`config.mk`:
```
export PLATFORM = sky130hd
export DESIGN_NAME = l2_victim_port
export DESIGN_NICKNAME = d
export VERILOG_FILES = /design/src/rtl/l2_victim_port.sv
export SDC_FILE = /design/constraint.sdc
export NUM_CORES = 1
export LEC_CHECK = 0
export ABC_CLOCK_PERIOD_IN_PS = 3400
export CORE_AREA = 2 2 223 225
export DETAILED_ROUTE_END_ITERATION = 8
export DIE_AREA = 0 0 225 227
export MAX_ROUTING_LAYER = met4
export SKIP_CTS_REPAIR_TIMING = 1
export SYNTH_ARGS = -nofsm -noshare
export SYNTH_HDL_FRONTEND = slang
export SYNTH_SLANG_ARGS = --single-unit
```
`constraint.sdc`:
```
create_clock -name clk -period 3.4 [get_ports clk]
set_input_delay 0.34 -clock clk [delete_from_list [all_inputs] [get_ports clk]]
set_output_delay 0.34 -clock clk [all_outputs]
set_load 0.02 [all_outputs]
```
`src/rtl/l2_victim_port.sv`:
```
// -----------------------------------------------------------------------------
// l2_victim_port
//
// L2-side initiator for the victim cache line interface. On an accepted L2
// miss it optionally writes back an evicted line, fetches the missing line,
// and hands the fetched line back to the L2 controller with a one-cycle done
// pulse.
//
// Optional feature (macro VC_EARLY_FILL_EN):
//   undefined - evicting requests run IDLE -> WB -> RD -> DONE -> IDLE
//               (writeback before the fetch).
//   defined   - evicting requests run IDLE -> RD -> DONE -> WB -> IDLE, so the
//               fill reaches the L2 before the writeback. The evicted line
//               stays in the capture buffer until written. l2_busy stays high
//               through the trailing writeback.
//
// Ports:
//   clk               system clock, rising edge
//   reset             synchronous, active-high
//   l2_req            miss request (level), sampled only while idle
//   l2_miss_address   address of the missing line
//   l2_evict          an evicted line accompanies this request
//   l2_evict_address  address of the evicted line
//   l2_evict_data     evicted line data
//   l2_busy           high from the cycle after accept until retirement
//   l2_done           one-cycle pulse, l2_fill_data valid
//   l2_fill_data      fetched line, held until the next fill
//   vc_read           read strobe to the victim cache
//   vc_write          write strobe to the victim cache
//   vc_address        line-aligned address (offset bits forced to zero)
//   vc_wdata          write burst data
//   vc_rdata          read burst data, valid with vc_resp
//   vc_resp           victim cache completion, one cycle per strobe
// -----------------------------------------------------------------------------
module l2_victim_port #(
    parameter int ADDR_WIDTH  = 16,
    parameter int LINE_WIDTH  = 128,
    parameter int OFFSET_BITS = 4
) (
    input  logic                  clk,
    input  logic                  reset,
    // L2 controller side
    input  logic                  l2_req,
    input  logic [ADDR_WIDTH-1:0] l2_miss_address,
    input  logic                  l2_evict,
    input  logic [ADDR_WIDTH-1:0] l2_evict_address,
    input  logic [LINE_WIDTH-1:0] l2_evict_data,
    output logic                  l2_busy,
    output logic                  l2_done,
    output logic [LINE_WIDTH-1:0] l2_fill_data,
    // Victim cache side
    output logic                  vc_read,
    output logic                  vc_write,
    output logic [ADDR_WIDTH-1:0] vc_address,
    output logic [LINE_WIDTH-1:0] vc_wdata,
    input  logic [LINE_WIDTH-1:0] vc_rdata,
    input  logic                  vc_resp
);

    typedef enum logic [1:0] {
        IDLE = 2'd0,
        WB   = 2'd1,
        RD   = 2'd2,
        DONE = 2'd3
    } state_t;

    state_t state;
    state_t state_next;

    // Request capture: loaded once at accept, never re-sampled mid-transaction,
    // so the L2 side is free to change its inputs after acceptance.
    logic [ADDR_WIDTH-1:0] miss_addr_p0;
    logic [ADDR_WIDTH-1:0] evict_addr_p0;
    logic [LINE_WIDTH-1:0] evict_data_p0;
    logic                  evict_p0;

    logic [LINE_WIDTH-1:0] fill_data;

    // Clears the line-offset bits of a byte address.
    function automatic logic [ADDR_WIDTH-1:0] align_line(input logic [ADDR_WIDTH-1:0] addr);
        return {addr[ADDR_WIDTH-1:OFFSET_BITS], {OFFSET_BITS{1'b0}}};
    endfunction

    // -------------------------------------------------------------------------
    // State and capture registers
    // -------------------------------------------------------------------------
    always_ff @(posedge clk) begin
        if (reset) begin
            state         <= IDLE;
            miss_addr_p0  <= '0;
            evict_addr_p0 <= '0;
            evict_data_p0 <= '0;
            evict_p0      <= 1'b0;
            fill_data     <= '0;
        end else begin
            state <= state_next;
            if (state == IDLE && l2_req) begin
                miss_addr_p0  <= l2_miss_address;
                evict_addr_p0 <= l2_evict_address;
                evict_data_p0 <= l2_evict_data;
                evict_p0      <= l2_evict;
            end
            if (state == RD && vc_resp) begin
                fill_data <= vc_rdata;
            end
        end
    end

    // -------------------------------------------------------------------------
    // Next state and outputs. Strobes and address are decoded from the state
    // alone, so they drop the cycle after a reset is sampled and are zero in
    // IDLE/DONE. vc_resp outside WB/RD has no effect.
    // -------------------------------------------------------------------------
    always_comb begin
        state_next = state;
        vc_read    = 1'b0;
        vc_write   = 1'b0;
        vc_address = '0;
        vc_wdata   = '0;
        l2_done    = 1'b0;
        l2_busy    = (state != IDLE);

        case (state)
            IDLE: begin
                if (l2_req) begin
`ifdef VC_EARLY_FILL_EN
                    // Fetch first; any writeback trails the done pulse.
                    state_next = RD;
`else
                    state_next = l2_evict ? WB : RD;
`endif
                end
            end

            WB: begin
                vc_write   = 1'b1;
                vc_address = align_line(evict_addr_p0);
                vc_wdata   = evict_data_p0;
                if (vc_resp) begin
`ifdef VC_EARLY_FILL_EN
                    state_next = IDLE;
`else
                    state_next = RD;
`endif
                end
            end

            RD: begin
                vc_read    = 1'b1;
                vc_address = align_line(miss_addr_p0);
                if (vc_resp) begin
                    state_next = DONE;
                end
            end

            DONE: begin
                l2_done = 1'b1;
`ifdef VC_EARLY_FILL_EN
                state_next = evict_p0 ? WB : IDLE;
`else
                state_next = IDLE;
`endif
            end

            default: begin
                state_next = IDLE;
            end
        endcase
    end

    assign l2_fill_data = fill_data;

endmodule

```
* Word level (Yosys, flattened, before mapping)
Index checks and enable logic that the tools add are counted.
** Word-level totals
- Register bits :: 290
- Input port bits :: 293
** Operators by class
- Eq/ne operators :: 6
- Mux-type cells :: 10
- Reductions and logical operators :: 5
** Operators with widths (count)
- two-way mux 128 bit :: 1
- case mux 16 bit (2 select lines) :: 1
- two-way mux 2 bit :: 4
- case mux 2 bit (4 select lines) :: 1
- != test 2 bit, second input constant :: 3
- == test 2 bit, second input constant :: 2
- two-way mux 1 bit :: 3
- AND reduction 3 bit :: 1
- == test 2 x 1 -> 1 bit, second input constant :: 1
- logical AND 1 bit :: 2
- logical NOT 2 bit :: 1
- nonzero test 2 bit :: 1

* Logic depth before layout (Yosys ltp)
- Depth after elaboration :: 3
- Mapped depth :: 8

* Least setup slack after synthesis
Ideal clock, no wire load.
- Path kind :: reg2out
- From :: register state[1]
- To :: output port vc_address[12]
- Arrival time :: 1.535 ns
- Data required time :: 3.060 ns
- Path slack :: 1.525 ns
- Cell stages (with the launch flop) :: 6
- Buffers on the path :: 1
- Cell sequence :: dfxtp_1 > inv_1 > ha_1 > clkbuf_1 > a22oi_1 > nor2b_1
** On the way
- Cells in the longest elaborated chain, start to end :: 2
** Ends and longest elaborated chain
- start, declared :: line 67 : state_t state;
- start signal, assigned :: line 96 : state <= state_next;
- == test 2 bit or == test 2 x 1 -> 1 bit (tied branches) :: line 123 : case (state)
- case mux 16 bit (2 select lines) * :: line 123
- end, declared :: line 54 : output logic [ADDR_WIDTH-1:0] vc_address,
Mark *: on every way between the ends. The rest lies on a longest branch, timed or not.

* Worst setup path in the final report
- From :: register state[1]
- To :: output port vc_wdata[50]
** On the way
- Cells in the longest elaborated chain, start to end :: 2
** Ends and longest elaborated chain
- == test 2 x 1 -> 1 bit :: line 123
- two-way mux 128 bit :: line 123
- end, declared :: line 55 : output logic [LINE_WIDTH-1:0] vc_wdata,
No other way between the ends.

==> impl_metrics.env <==
export IMPL_yosys_area_top_type_share=0.5214
export IMPL_yosys_area_top_type="dfxtp_1"
export IMPL_vdd_drop_max_mv=0.4207
export IMPL_cp_slowest_cell="clkdlybuf4s50_1"
export IMPL_timing_rr_end="evict_data_p0[17]"
export IMPL_p_per_area_mw_per_mm2=639.0
export IMPL_endpoint="vc_wdata[50]"
export IMPL_vias=11070
export IMPL_cp_data_arrival_time_ps=2770
export IMPL_grt_overflow_total=0
export IMPL_path_cells="inv_1 > ha_4 > buf_4 > and2_1 > clkdlybuf4s50_1"
export IMPL_mostFrequentLayoutCells="nand2_1, clkdlybuf4s50_1, a21oi_1, dfxtp_1, and2_1"
export IMPL_r2r_slack_ps=1200
export IMPL_grt_antenna_before_repair=2
export IMPL_core_area_sq_mm=0.04855
export IMPL_final_period_utilization=0.9154
export IMPL_fin_crit_ps=3112
export IMPL_rows=81
export IMPL_yosysSeqAreaShare=0.5214
export IMPL_gr_usage_met3=0.04775
export IMPL_vias_per_cell=4.316
export IMPL_clk_root_buffer_cell="clkbuf_16"
export IMPL_clock_fmax_mhz=321.3
export IMPL_skew_ps=13.56
export IMPL_postSynthAreaPerCell_sq_um=7.679
export IMPL_drt_iter0_markers=392
export IMPL_netlist_instances=1410
export IMPL_die_x_microns=225
export IMPL_p_leak_uw=0.006459
export IMPL_netlist_area_sq_mm=0.01083
export IMPL_ys_types=17
export IMPL_ctsHtreeMaxLevel=2
export IMPL_cts_tree="done"
export IMPL_final_fill_count=5013
export IMPL_hold_depth=2
export IMPL_pin_count=569
export IMPL_fin_cells=2566
export IMPL_met1_usage=0.1786
export IMPL_synth_seq_cells=282
export IMPL_grt_pass1_vias=10730
export IMPL_rsz0062_at_grt="false"
export IMPL_clk_pin_slew_ps=50
export IMPL_final_common_cell="nand2_1"
export IMPL_drt_wl_total_microns=41600
export IMPL_wl_per_cell_microns=16.21
export IMPL_reg2reg_depth=6
export IMPL_firstDrtPassIters=4
export IMPL_crit_type="reg -> out"
export IMPL_clk_path_buf_depth=3
export IMPL_die_h_microns=227
export IMPL_clock_sinks=282
export IMPL_worst_pin_slew_ps=794.7
export IMPL_drc=0
export IMPL_crit_path_start="state[1]"
export IMPL_area_delta_synth_final_pct=67.04
export IMPL_drv_cap=0
export IMPL_final_core_util=0.3726
export IMPL_grt_pass1_wl_microns=60600
export IMPL_initial_core_util=0.2230
export IMPL_synth_area_top_cells="dfxtp_1, nand2_1, a21oi_1, and2_1, buf_2"
export IMPL_min_path_type="in -> reg"
export IMPL_dp_cells=2500
export IMPL_use_met2=0.2630
export IMPL_drive_gt1_frac=0.04480
export IMPL_grt_busiest_layer="met2"
export IMPL_power_uw=11560
export IMPL_r2r_start="state[1]"
export IMPL_slew_limit_headroom=0.4702
export IMPL_setup_viol=0
export IMPL_final_nets=2215
export IMPL_finalMaxSlewViolations=0
export IMPL_dieArea_sq_mm=0.05108
export IMPL_detail_route_antenna_nets=0
export IMPL_dp_hpwl_microns=29860
export IMPL_grt_usage=0.1576
export IMPL_clock_latency_ps=530
export IMPL_cp_end_kind="output pin"
export IMPL_start_kind="flop"
export IMPL_critical_path_required_ps=3060
export IMPL_gp_congestion=0.7860
export IMPL_grt_max_degree=98
export IMPL_cts_buffers=36
export IMPL_hold_viol=0
export IMPL_io_buffers=556
export IMPL_setup_tns_ps=0
export IMPL_critPathMaxFanout=47
export IMPL_status="completed"
export IMPL_critical_path_max_stage_delay_ps=630
export IMPL_yosysWarnings=0
[power by group]
group          internal, uW  switching [uW]  total, uW  leakage (uW)
clock                  2230            1490       3720      0.000577
sequential             3860             284       4150       0.00230
combinational          1530            2160       3690       0.00358
total                  7620            3940      11600       0.00646
[sequential cells by signal, indices dropped and copies added, names as in the netlist]
register and flops:
evict_data_p0 128, l2_fill_data 128, evict_addr_p0 12, miss_addr_p0 12, state 2
[layout make-up]
type                    instances  area (sq um)  area share
flip-flops and latches        282          5645      0.3121
diodes                          2         5.005   0.0002767
clock buffers                  50          1045     0.05776
repair buffers                578          5811      0.3213
inverters                       4         15.01   0.0008301
multi-input cells            1014          4676      0.2585
clock inverters                14         112.6    0.006226
well taps                     622         778.2     0.04303
[synthesized netlist by cell type]
| cell | count |
|---|---|
| a21oi_1 | 282 |
| and2_1 | 130 |
| nor2b_1 | 12 |
| dfxtp_1 | 282 |
| buf_6 | 1 |
| clkbuf_1 | 55 |
| a22oi_1 | 12 |
| nand2b_1 | 1 |
| o21bai_1 | 1 |
| conb_1 | 1 |
| inv_1 | 4 |
| a311oi_1 | 2 |
| buf_4 | 14 |
| mux2i_1 | 2 |
| ha_1 | 6 |
| buf_2 | 43 |
| nand2_1 | 562 |
[per-stage QoR]
step | setup WS (ps) | cell area (sq um) | hold slack [ps]
6_report | 287.6 | 18090 | 257.8
5_1_grt | 90.92 | 18090 | 289.7
4_1_cts | 149.7 | 18080 | 271.1
3_5_place_dp | 740.9 | 16920 | 442.3
3_3_place_gp | 713.9 | 16920 | 437.6
2_1_floorplan | 1525 | 10840 | 431.7
[worst max-delay path, delay by kind of cell (launching register included)]
family / cells / cell delay [ps]
adder cells (fa/ha/maj): 1 / 580
buffers and inverters: 3 / 1130
flip-flops: 1 / 360
AND/OR/NAND/NOR: 1 / 160
[logic make-up after synthesis]
group | synth area share
AND/OR/NAND/NOR | 0.2774
buffers and inverters | 0.05107
flip-flops | 0.5214
multiplexers | 0.001849
other | 0.0003463
AO/OA/AOI/OAI | 0.1410
adder cells (fa/ha/maj) | 0.006933
[per-layer routing]
| metal | wire length, microns | share of wire |
|---|---|---|
| met1 | 16970 | 0.41 |
| met5 | 0 | 0 |
| met3 | 3472 | 0.083 |
| met2 | 19920 | 0.48 |
| met4 | 1236 | 0.030 |
[worst min-delay path by stage]
stage,start,endpoint,slack (ps)
after CTS,reset,l2_fill_data[25],270
after floorplan,evict_data_p0[0],evict_data_p0[0],430
after global placement,evict_data_p0[71],evict_data_p0[71],440
after global routing,reset,l2_fill_data[35],290
final,reset,l2_fill_data[33],260
after detailed placement,evict_data_p0[16],evict_data_p0[16],440
(Power assumes the default switching activity.)
==> RTL change 1, RTL diff (config.mk and constraints unchanged) <==
Put a register stage on the output `l2_busy`, with the module's reset. The value now appears one clock later. The other outputs are not delayed to match. Comments in the files are not updated.
--- a/src/rtl/l2_victim_port.sv
+++ b/src/rtl/l2_victim_port.sv
@@ -64,6 +64,8 @@
         DONE = 2'd3
     } state_t;
 
+    logic l2_busy_d;
+
     state_t state;
     state_t state_next;
 
@@ -118,7 +120,7 @@
         vc_address = '0;
         vc_wdata   = '0;
         l2_done    = 1'b0;
-        l2_busy    = (state != IDLE);
+        l2_busy_d  = (state != IDLE);
 
         case (state)
             IDLE: begin
@@ -170,5 +172,13 @@
 
     assign l2_fill_data = fill_data;
 
+    always_ff @(posedge clk) begin
+        if (reset) begin
+            l2_busy <= '0;
+        end else begin
+            l2_busy <= l2_busy_d;
+        end
+    end
+
 endmodule
 
Check against the original RTL: not equivalent (a bounded check fails within 4 cycles, from zero or initial values and one cycle with reset high).
==> RTL change 1 against the unedited design <==
- design area hardly changed
- sequential power barely moved
- area after synthesis grew 0.54%
- routed wire length decreased by 1.3%
- setup slack lost 39 ps
- count of clock-buffer cells in the layout is 4 lower
- sequential cell count increased by 1
- register-to-register slack got worse by 50 ps
- cell count decreased by 0.31%
- hold slack better by 90 ps
- critical path depth is 1 higher
- total power about the same
- critical endpoint is now vc_address[6]
==> RTL change 1: results (changes against the unedited design) <==
status:
  status: "finished clean"
pwr:
  power.leakage_nw: 6.445  # -0.22%
  ir_drop_mv: 0.4540  # +7.9%
logic_synthesis:
  seq_area_frac_synth_pct: 52.04  # -0.098 points
  netlist_top_cells_area: "dfxtp_1, nand2_1, a21oi_1"
  synth_commonest_cells: "nand2_1, dfxtp_1, a21oi_1"
  synth_cell_types: 19  # +2
place:
  gp_congestion: 0.7756  # -1.3%
  dp_hpwl_um: 29480  # -1.3%
  pre_cts_ws_ps: 774.3  # +33.40 ps
  io_buffers: 556  # unchanged
clock_tree:
  cts_made_buffers: 35  # -2.8%
  root_buffer: "clkbuf_16"
layout:
  nNetsFinal: 2214  # -0.045%
  drive_gt1_share_pct: 3.928  # -0.55 points
routing:
  wl_met2_um: 19320  # -3.0%
  totalWireLength_um: 41050  # -1.3%
  drtIter0Drc: 465  # +19%
  via_count: 11020  # -0.53%
  wl_met1_um: 16550  # -2.5%
  wl_met3_um: 4191  # +21%
critical_path:
  slowest_delay_ps: 660  # +30 ps
  path_max_fanout: 34  # -28%
grt:
  grt_max_degree: 95  # -3.1%
  grt_pass1_wl_um: 60590  # about the same
  antenna_found_initial: 4  # +2
  gr-usage-met2_pct: 25.87  # -0.44 points
  track_usage_pct: 15.68  # -0.083 points
  gr-usage-met3_pct: 5.898  # +1.1 points
hold_path:
  hold_path.class: "input port to flop"
timing:
  relSlewSlack_pct: 43.16  # -3.9 points
  fin_worst_skew_ps: 23.31  # +9.752 ps
[RTL change 1: changes by cell type after synthesis]
cell	delta
nor2_1	+1
buf_4	+11
clkbuf_1	-7
ha_1	+1
buf_1	+8
dfxtp_1	+1
inv_1	-1
buf_2	-12
[RTL change 1: worst paths after layout]
check | start | end | slack (ps) | cells past startpoint
setup / recovery | state[1] | vc_address[6] | 250 | 6
hold / removal | vc_rdata[76] | l2_fill_data[76] | 350 | 3
setup reg to reg | state[0] | evict_data_p0[25] | 1150 | 6
hold reg to reg | evict_data_p0[78] | evict_data_p0[78] | 450 | 2
[RTL change 1: cell type report]
cell class                 instances  area [um2]
antenna                            1       2.502
clock buffer                      46       968.4
clock inverter                    12       177.7
fill                            5023       30440
inverter                           3       11.26
multi-input combinational       1016        4690
sequential                       283        5665
tap                              622       778.2
timing repair buffer             575        5812
[RTL change 1: report_power, final]
| group | switching, mW | internal [mW] | total (mW) |
|---|---|---|---|
| logic | 2.14 | 1.53 | 3.67 |
| clock network | 1.45 | 2.31 | 3.75 |
| registers | 0.268 | 3.88 | 4.15 |
[RTL change 1: logic make-up after synthesis]
| kind of cell | count (synthesis) | synth area share (%) |
|---|---|---|
| AOI/OAI and AO/OA | 297 | 14.02 |
| adders and majority gates | 7 | 0.8045 |
| DFF | 283 | 52.04 |
| other | 1 | 0.03445 |
| muxes | 2 | 0.1839 |
| and+or+nand+nor | 706 | 27.63 |
| buffers and inverters | 116 | 5.287 |
[RTL change 1: metrics by stage]
step / util, % / instance area [um2] / std cells
3_3_place_gp: 34.93 / 16960 / 2499
4_1_cts: 37.29 / 18100 / 2557
3_5_place_dp: 34.93 / 16960 / 2499
6_report: 37.29 / 18100 / 2558
2_1_floorplan: - / 10900 / 1415
5_1_grt: 37.29 / 18100 / 2558
==> RTL change 2, RTL diff (config.mk and constraints unchanged) <==
Made on the original files. The parameter `ADDR_WIDTH` goes from 16 to 17.
--- a/src/rtl/l2_victim_port.sv
+++ b/src/rtl/l2_victim_port.sv
@@ -33,7 +33,7 @@
 //   vc_resp           victim cache completion, one cycle per strobe
 // -----------------------------------------------------------------------------
 module l2_victim_port #(
-    parameter int ADDR_WIDTH  = 16,
+    parameter int ADDR_WIDTH  = 17,
     parameter int LINE_WIDTH  = 128,
     parameter int OFFSET_BITS = 4
 ) (
Interface: changed (resized l2_evict_address, l2_miss_address and vc_address); port bits go from 569 to 572. No check against the original RTL was run, so the function may have changed too.
==> RTL change 2 against the unedited design <==
- die area stayed put
- area after synthesis increased by 0.64%
- setup slack better by 14 ps
- sequential cell count rose by 2
- cell count increased by 0.16%
- critical endpoint is now vc_address[6]
- non-clock buffer count grew 1
- design area grew 0.32%
- routed wire length barely moved
- total power decreased by 0.62%
==> RTL change 2: results (changes against the unedited design) <==
layout:
  drive_gt1_share_pct: 3.799  # -0.68 points
  fillers: 4955  # -1.2%
  diodes: 0  # -2
  nNetsFinal: 2227  # +0.54%
pwr:
  power.leakage_nw: 6.450  # -0.13%
  ir_drop_mv: 0.3984  # -5.3%
logic_synthesis:
  synth_commonest_cells: "nand2_1, a21oi_1, dfxtp_1"
  synth-compound-area-share_pct: 14.17  # +0.072 points
  synthAdderAreaFrac_pct: 0.6889  # -0.0044 points
  synthArstFlopShare_pct: 0  # unchanged
  synthMuxAreaShare_pct: 0.1837  # -0.0012 points
  synth-edff-count: 0  # unchanged
  seq_area_frac_synth_pct: 52.18  # about the same
  synth_ff_type: "dfxtp_1"
  netlist_top_cells_area: "dfxtp_1, nand2_1, a21oi_1"
  synth_cell_types: 19  # +2
grt:
  grt_max_degree: 155  # +58%
  antenna_found_initial: 0  # -2
  track_usage_pct: 15.83  # +0.064 points
  grt_pass1_wl_um: 61070  # +0.77%
critical_path:
  reg2reg_slack_ps: 1150  # -50 ps
  path_max_fanout: 15  # -68%
  arrival_ps: 2760  # about the same
  reg2reg_depth: 6  # unchanged
  rr_endpoint: "evict_addr_p0[8]"
  cp-endpoint: "vc_address[6]"
  crit_path_start: "state[0]"
place:
  place_area_mm2: 0.01704  # +0.68%
  gp_congestion: 0.8077  # +2.8%
  dp_hpwl_um: 29490  # -1.2%
  io_buffers: 559  # +0.54%
clock_tree:
  root_buffer: "clkbuf_16"
  cts_made_buffers: 35  # -2.8%
  cts.path.max_buffers: 3  # unchanged
  h-tree-depth: 2  # unchanged
  clk_pin_slew_ps: 60
timing:
  fin_worst_skew_ps: 11.31  # -2.244 ps
  relSlewSlack_pct: 30.51  # -17 points
routing:
  via_count: 11100  # +0.23%
  drtIter0Drc: 533  # +36%
  totalWireLength_um: 41590  # about the same
  dr.pass1.iters: 5  # +1
hold_path:
  hold_path.class: "input port to flop"
status:
  status: "finished clean"
==> RTL change 2: worst min path at each step <==
stage	startpoint	to	slack, ps	cells past startpoint
after floorplan	evict_data_p0[0]	evict_data_p0[0]	430	2
after global placement	evict_data_p0[100]	evict_data_p0[100]	440	2
after detailed placement	evict_data_p0[47]	evict_data_p0[47]	440	2
after CTS	vc_rdata[115]	l2_fill_data[115]	320	3
after global routing	l2_evict_data[11]	evict_data_p0[11]	340	3
final	vc_rdata[115]	l2_fill_data[115]	360	3
==> RTL change 2: logic make-up after synthesis <==
family,after synthesis
AO/OA/AOI/OAI,300
adder cells (fa/ha/maj),6
buffers and inverters,119
flip-flops,284
multiplexers,2
other,1
AND/OR/NAND/NOR,710
==> RTL change 2: routing by layer <==
layer | part of all wire (%) | global-route usage [%] | vias up
li1 | - | - | 5524
met1 | 43 | 19.78 | 5149
met2 | 48 | 25.33 | 359
met3 | 6.0 | 3.511 | 67
met4 | 2.7 | 5.255 | 0
met5 | 0 | - | -
==> RTL change 2: where the power goes <==
part / switching [mW] / total (mW) / internal, mW
clock: 1.43 / 3.63 / 2.19
sequential: 0.277 / 4.17 / 3.89
combinational: 2.18 / 3.69 / 1.51
==> RTL change 2: metrics by stage <==
stage          setup slack [ps]  utilization (%)  hold WS [ps]  power, mW  std cells
2_1_floorplan              1479                -         431.7      6.263       1425
3_3_place_gp              895.3            35.10         437.6      7.904       2511
3_5_place_dp              836.0            35.10         441.8      7.969       2511
4_1_cts                   255.9            37.38         318.9      11.67       2570
5_1_grt                   111.6            37.38         335.5      12.15       2570
6_report                  301.9            37.38         356.0      11.49       2570
==> RTL change 2: worst max-delay path, stage by stage, from the launching register on <==
cell	delay [ps]
dfxtp_1	360
inv_1	150
ha_1	680
a22oi_1	150
nor2b_1	230
clkdlybuf4s50_1	670
==> RTL change 2: layout make-up <==
cell class              count  share of cell area, %
clock buffers              54                  5.785
clock inverters             5                 0.3172
inverters                   4                0.08275
multi-input cells        1022                  26.02
flip-flops and latches    284                  31.33
well taps                 622                  4.289
repair buffers            579                  32.17
